File: src/rtl/ascon_init_engine.sv
`default_nettype none
// ============================================================================
// Module   : ascon_init_engine
// Brief    : Ascon initialization sequencer; loads IV/key/nonce, drives an
//            external round unit for ROUNDS rounds, then applies key feed-forward.
// Revision : 1.0 - initial release
// ============================================================================
module ascon_init_engine #(
    parameter int ROUNDS = 12,
    parameter int RPC    = 1
) (
    input  logic         clk,
    input  logic         rst,
    input  logic         start,
    output logic         in_ready,
    input  logic [1:0]   sel_type,
    input  logic [127:0] key,
    input  logic [127:0] nonce,
    output logic [319:0] perm_s_i,
    output logic [3:0]   perm_rnd,
    input  logic [319:0] perm_s_o,
    output logic         out_valid,
    input  logic         out_ready,
    output logic [63:0]  x0,
    output logic [63:0]  x1,
    output logic [63:0]  x2,
    output logic [63:0]  x3,
    output logic [63:0]  x4
);

    localparam int         C_NUM_STEPS = ROUNDS / RPC;
    localparam logic [3:0] C_FIRST_RND = 4'(12 - ROUNDS);
    localparam logic [3:0] C_RPC       = 4'(RPC);
    localparam logic [3:0] C_LAST_CNT  = 4'(C_NUM_STEPS - 1);

    localparam logic [63:0] C_IV_AEAD128 = 64'h00001000808c0001;
    localparam logic [63:0] C_IV_HASH256 = 64'h0000080100cc0002;
    localparam logic [63:0] C_IV_XOF128  = 64'h0000080000cc0003;
    localparam logic [63:0] C_IV_CXOF128 = 64'h0000080000cc0004;

    localparam logic [1:0] S_IDLE = 2'd0;
    localparam logic [1:0] S_PERM = 2'd1;
    localparam logic [1:0] S_DONE = 2'd2;

    logic [1:0]   r_fsm;
    logic [1:0]   w_fsm_nxt;
    logic [319:0] r_state;
    logic [127:0] r_kreg;
    logic [3:0]   r_cnt;

    logic         w_last;
    logic         w_load_init;
    logic         w_load_perm;
    logic [63:0]  w_iv;
    logic [127:0] w_key_in;
    logic [127:0] w_nonce_in;
    logic [319:0] w_perm_next;

    assign w_last = (r_cnt == C_LAST_CNT);

    always_comb begin
        w_iv = C_IV_AEAD128;
        case (sel_type)
            2'b00:   w_iv = C_IV_AEAD128;
            2'b01:   w_iv = C_IV_HASH256;
            2'b10:   w_iv = C_IV_XOF128;
            default: w_iv = C_IV_CXOF128;
        endcase
    end

    // Key and nonce only take part in the AEAD mode; hash/XOF start from zero.
    assign w_key_in   = (sel_type == 2'b00) ? key   : 128'd0;
    assign w_nonce_in = (sel_type == 2'b00) ? nonce : 128'd0;

    // Final round result gets the key folded into x3/x4.
    assign w_perm_next = w_last ? (perm_s_o ^ {192'd0, r_kreg}) : perm_s_o;

    // ------------------------------------------------------------------
    // FSM: state register
    // ------------------------------------------------------------------
    always_ff @(posedge clk) begin
        if (rst) begin
            r_fsm <= S_IDLE;
        end else begin
            r_fsm <= w_fsm_nxt;
        end
    end

    // ------------------------------------------------------------------
    // FSM: next-state logic
    // ------------------------------------------------------------------
    always_comb begin
        w_fsm_nxt = r_fsm;
        case (r_fsm)
            S_IDLE: begin
                if (start) begin
                    w_fsm_nxt = S_PERM;
                end
            end
            S_PERM: begin
                if (w_last) begin
                    w_fsm_nxt = S_DONE;
                end
            end
            S_DONE: begin
                if (out_ready) begin
                    w_fsm_nxt = S_IDLE;
                end
            end
            default: w_fsm_nxt = S_IDLE;
        endcase
    end

    // ------------------------------------------------------------------
    // FSM: outputs and datapath controls
    // ------------------------------------------------------------------
    always_comb begin
        in_ready    = 1'b0;
        out_valid   = 1'b0;
        perm_rnd    = 4'd0;
        w_load_init = 1'b0;
        w_load_perm = 1'b0;
        case (r_fsm)
            S_IDLE: begin
                in_ready    = 1'b1;
                w_load_init = start;
            end
            S_PERM: begin
                perm_rnd    = C_FIRST_RND + (r_cnt * C_RPC);
                w_load_perm = 1'b1;
            end
            S_DONE: begin
                out_valid = 1'b1;
            end
            default: begin
                in_ready = 1'b0;
            end
        endcase
    end

    // ------------------------------------------------------------------
    // Datapath registers
    // ------------------------------------------------------------------
    always_ff @(posedge clk) begin
        if (rst) begin
            r_state <= 320'd0;
            r_kreg  <= 128'd0;
            r_cnt   <= 4'd0;
        end else if (w_load_init) begin
            r_state <= {w_iv, w_key_in, w_nonce_in};
            r_kreg  <= w_key_in;
            r_cnt   <= 4'd0;
        end else if (w_load_perm) begin
            r_state <= w_perm_next;
            r_cnt   <= w_last ? 4'd0 : (r_cnt + 4'd1);
        end
    end

    assign perm_s_i = r_state;
    assign x0       = r_state[319:256];
    assign x1       = r_state[255:192];
    assign x2       = r_state[191:128];
    assign x3       = r_state[127:64];
    assign x4       = r_state[63:0];

endmodule
`default_nettype wire

File: config.mk
export PLATFORM = sky130hd
export DESIGN_NAME = ascon_init_engine
export DESIGN_NICKNAME = d
export VERILOG_FILES = /design/src/rtl/ascon_init_engine.sv
export SDC_FILE = /design/constraint.sdc
export NUM_CORES = 1
export LEC_CHECK = 0
export ABC_CLOCK_PERIOD_IN_PS = 2800
export CAP_MARGIN = 40
export CORE_AREA = 4 4 480 482
export DETAILED_ROUTE_END_ITERATION = 12
export DIE_AREA = 0 0 484 486
export GPL_TIMING_DRIVEN = 0
export SLEW_MARGIN = 5
export SYNTH_ARGS = -nofsm -noshare
export SYNTH_HDL_FRONTEND = slang
export SYNTH_SLANG_ARGS = --single-unit
File: constraint.sdc
create_clock -name clk -period 2.8 [get_ports clk]
set_clock_uncertainty 0.2 [all_clocks]
set_input_delay 0.84 -clock clk [delete_from_list [all_inputs] [get_ports clk]]
set_output_delay 0.84 -clock clk [all_outputs]
set_load 0.05 [all_outputs]
======== After elaboration in Yosys (flattened, before gate mapping) ========
Cells that the tools add are included.
word-level totals
  bits in registers ....................... 454
  logic and storage cells ................. 35
cells by class
  add/subtract/negate cells ............... 1
  equal/unequal tests ..................... 8
  muxes and demuxes ....................... 16
  bitwise gates (word level) .............. 1
  reduce and logical (&&, ||, !) cells .... 5
operators by type and width
  kind                                                                   count
  320-bit 2-to-1 mux                                                     3
  320-bit by 128-bit bitwise XOR with 320-bit output                     1
  128-bit 2-to-1 mux                                                     2
  45-bit one-hot mux with 3 select lines                                 1
  4-bit 2-to-1 mux                                                       2
  2-bit 2-to-1 mux                                                       3
  2-bit inequality test, second input constant                           3
  2-bit one-hot mux with 3 select lines                                  1
  4-bit by 1-bit adder with 4-bit output, second input constant          1
  2-bit by 1-bit equality test with 1-bit output, second input constant  2
  2-bit equality test, second input constant                             2
  4-bit equality test, second input constant                             1
  2-bit logical NOT                                                      2
  1-bit 2-to-1 mux                                                       4
  3-bit AND reduction                                                    1
  2-bit nonzero test                                                     1
  2-bit OR reduction                                                     1

======== Longest topological paths before layout ========
  depth in word-level cells ............... 4
  gate-level depth with buffers ........... 7

======== Least setup slack after synthesis ========
No wires, ideal clock.
  path kind ............................... reg2out
  start ................................... register r_fsm[1]
  end ..................................... output perm_rnd[0]
  arrival ................................. 1.559 ns
  path slack .............................. 0.201 ns
  cell stages (with the launch flop) ...... 7
  buffers on the path ..................... 4
  cell sequence ........................... dfxtp_1 > buf_4 > nor2b_1 > buf_2 > buf_4 > clkbuf_1 > and2_1
on the way
  word-level cells in the longest chain between the ends .. 2
ends and longest elaborated chain
  element                                         RTL line  source
  start, declared                                 45        logic [1:0] r_fsm;
  start signal, assigned                          85        r_fsm <= w_fsm_nxt;
  2-bit by 1-bit equality test with 1-bit output  123       case (r_fsm)
  4-bit 2-to-1 mux                                123
  end, declared                                   20        output logic [3:0] perm_rnd,
Every way passes these cells.

======== Final worst setup path ========
  start ................................... input start
  end ..................................... register r_state[96], in the netlist perm_s_i[96]
on the way
  word-level cells in the longest chain between the ends .. 2
ends and longest elaborated chain
  element                                                          RTL line  source
  start, declared                                                  14        input logic start,
  1-bit 2-to-1 mux *                                               123
  320-bit 2-to-1 mux / 2-bit nonzero test (equally long branches)  -
  end signal, assigned                                             150       r_state <= {w_iv, w_key_in, w_nonce_in};
  end signal, assigned                                             154       r_state <= w_perm_next;
  end, declared                                                    47        logic [319:0] r_state;
Every way passes the cells marked *; elsewhere a longest branch is shown, timed or not.
A chain may end at the register's enable or synchronous reset.

==> results.md <==
* Status: finished with violations
* Failing checks: setup timing
* CORE AREA at about 0.23 mm^2
* Fin crit share at 103%
* Hold_buf cts at 0
* Slew Limit Fails at 0
* Worst Setup Start Kind: primary input
* RePlAce Congestion at a little under 1
* Area Overhead vs Synth at 85.3%
* Routed len/inst at 35.1 um
* CTS clock-pin slew for the worst setup and hold paths at approximately 0.060 ns
* Clock root buffer: clkbuf_16
* Worst Max-Slew Pin Slew at 0.892 ns
* Final net count at 4683
* Mapped Nets at 3357
* Post-synth top cells: 454 x dfxtp_1, 340 x buf_4, 321 x nor2_1
* Synth top area share at 39.0%
* Num CTS Buffers at 60
* Worst Path Buf+Inv at 4
* Worst slew margin at 40.6%
* Setup TNS at -0.171 ns
* R2r setup slk at about 0.1 ns
* Worst min-delay path class: reg2reg
* Worst r2r dst: perm_s_i[92]
* P per Cell Area at 562 mW/mm^2
* CP max-delay cell: dlygate4sd2_1
* Max H-tree Level at 2
* Register bit total from synthesis at 454
* Clock Path Buffers at 3
* Crit-path leading delay family: buffers and inverters
* Initial antenna violation count at 136
* RSZ-0062 raised after global routing: true
* Initial Utilization at 10.3%
* Final worst slack at -0.0934 ns
* Crit path from: start
* Crit Path Class: in2reg
* Worst R2R Path Depth at 7
* Syn avg cell area at 8.42 um^2
* Xor/xnor share of the synthesized area at 4.81%
* Share of layout cells above drive strength 1 at 29.0%
* Yosys warning count at 0
* Max FO, Critical Path at 12
* Combinational family with the most area after synthesis: compound AO/OA/AOI/OAI gates
* Simple logic cell fraction of the synthesized area at 18.4%
* Clock Latency Late Sink at ~0.70 ns
* Worst EP required at 3.15 ns
* CTS tree: built
* DIE AREA at 0.235 mm^2
* Initial DRC Count at approximately 2500
* F_max at ~350 MHz
* Compound-Gate Fraction of Synth Area at 21.7%
* WP data arrival at 3.24 ns
* Gr usage total at approximately 20%
* Cell taking the most area after synthesis: dfxtp_1
* Global-route wire length before repair at ~310000 um
* Grt ovf at 0
* Final Critical Period at 2.89 ns
* Synth area leaders: dfxtp_1 39%, buf_4 11%, a21oi_1 5.6%, nor2_1 5.2%, nand4b_1 4.8%
* Via/cell ratio at 3.92
* I/O Pins at 1228
* CP Capture Type: flip-flop
* Count leader, synth: dfxtp_1
* Final Hold Vio Count at 0
* Post-route DRC at 0
* Clk sink count at approximately 450
* Hold worst-path end: r_kreg[88]
* Worst vdd ir at 0.000495 V
* Via count at 28202
* Cell area after synthesis at 0.0233 mm^2
* Post-synthesis cell type count at 39
* Hold Path Depth at 2
* Hold Crit Start: r_kreg[88]
* Die Span X at 484 um
* Sequential share of the synthesized area at about two fifths
* Asr flop ratio synth at 0%
* Post-DRT Antenna Nets at 0
* Cell breakdown of the critical path: dlygate4sd2_1 -> or3b_1 -> buf_4 -> buf_6 -> buf_2 -> a21oi_1 -> a2111oi_2
* Vias in the first global route at 27744
* Post-Syn Instances at between 2000 and 3000
* Max Cap Viol at 0
* DRT Pass-1 Iters at 6
* DP HPWL at 222000 um
* Buffers on Ports at 1226
* Die Y at 486 um
* Fillers at 25353
* Slowest stage delay, CP at approximately 0.55 ns
* Largest net degree at the start of global routing at 20
* Dominant synthesized flop cell: dfxtp_1
* WL final at ~250000 um
* Final setup violation count at 7
* Post-synth EDFFs at 0
* Cell row count at 175
* Leak at approximately 16 nW
* Adder-cell area share of the yosys netlist at 0.322%
* Worst r2r src: r_cnt[2]
* Total Power at 24.3 mW
* Post-synthesis mux area share at 0%
* Pre-CTS worst setup slack at -1.88 ns
worst min-delay path, stage by stage, from the launching register on:
cell and delay, ns:
dfxtp_1 0.31, nand2_1 0.05, a21oi_1 0.05
layer usage:
metal  wire length [um]  up-vias  track usage [%]
met5                763        -                0
met4               9380      118             7.13
met3              32800      370             10.8
met2             107000     1752             30.8
met1             103000    13768             24.8
li1                   -    12194                -
per-stage QoR:
stage,hold slack (ns),utilization (%),area (um^2),cells
5_1_grt,0.268,19.0,43100,7165
3_3_place_gp,0.242,17.4,39300,7004
2_1_floorplan,0.236,-,23300,2769
4_1_cts,0.255,19.0,43000,7148
3_5_place_dp,0.246,18.1,40900,7082
6_report,0.257,19.1,43200,7199
kinds of logic (layout without fill, tap and decap cells):
kind of cell / after synthesis / count (layout)
AO/OA/AOI/OAI: 715 / 715
XOR/XNOR: 128 / 128
adder cells (fa/ha/maj): 6 / 6
flip-flops: 454 / 454
other: 0 / 44
AND/OR/NAND/NOR: 873 / 873
buffers and inverters: 593 / 1970
timing repair:
item | 4_1_cts | 5_1_grt
endpoints found under the setup margin | 1084 | 110
pin swaps | 1 | 2
gates cloned | 0 | 0
gates resized for setup | 1806 | 65
buffers inserted | 9 | 8
power breakdown:
part           total [mW]  internal (mW)  leakage (nW)  switching [mW]
Clock                8.34           4.85          1.01            3.49
Sequential           7.53           6.89          3.76           0.637
Combinational        8.40           2.86          11.4            5.54
cell usage in the layout (no fill, tap or decap), drive strengths merged, types with 6 or more instances in the layout:
cell type / n
xor2: 128
buf: 618
a211oi: 131
clkdlybuf4s50: 579
clkbuf: 207
a21oi: 260
nand4b: 128
dfxtp: 454
a22oi: 53
nor2: 321
clkinvlp: 7
clkinv: 17
and2: 131
diode: 44
inv: 8
nand2: 275
dlygate4sd2: 123
ha: 6
o22ai: 128
clkdlybuf4s15: 387
bufinv: 7
a2111oi: 128
clkdlybuf4s18: 17
how the worst max path moves through the flow:
stage	cells after the start	to
2_1_floorplan	6	perm_rnd[0]
3_3_place_gp	7	perm_s_i[124]
3_5_place_dp	7	perm_s_i[124]
4_1_cts	4	perm_rnd[3]
5_1_grt	4	perm_rnd[3]
6_report	7	perm_s_i[96]
layout make-up:
cell class | instances | area (um^2) | share of cell area, %
Antenna cell | 44 | 110 | 0.255
Buffer | 583 | 3790 | 8.79
Clock buffer | 79 | 1670 | 3.87
Clock inverter | 34 | 399 | 0.924
Inverter | 5 | 18.8 | 0.0435
Multi-Input combinational cell | 1722 | 10600 | 24.6
Sequential cell | 454 | 9220 | 21.3
Tap cell | 3009 | 3760 | 8.72
Timing Repair Buffer | 1269 | 13600 | 31.4
flip-flops by register name, indices dropped and copies added, names as in the netlist:
signal / count
r_cnt: 4
r_kreg: 128
r_fsm: 2
perm_s_i: 320
(Power assumes the default switching activity.)
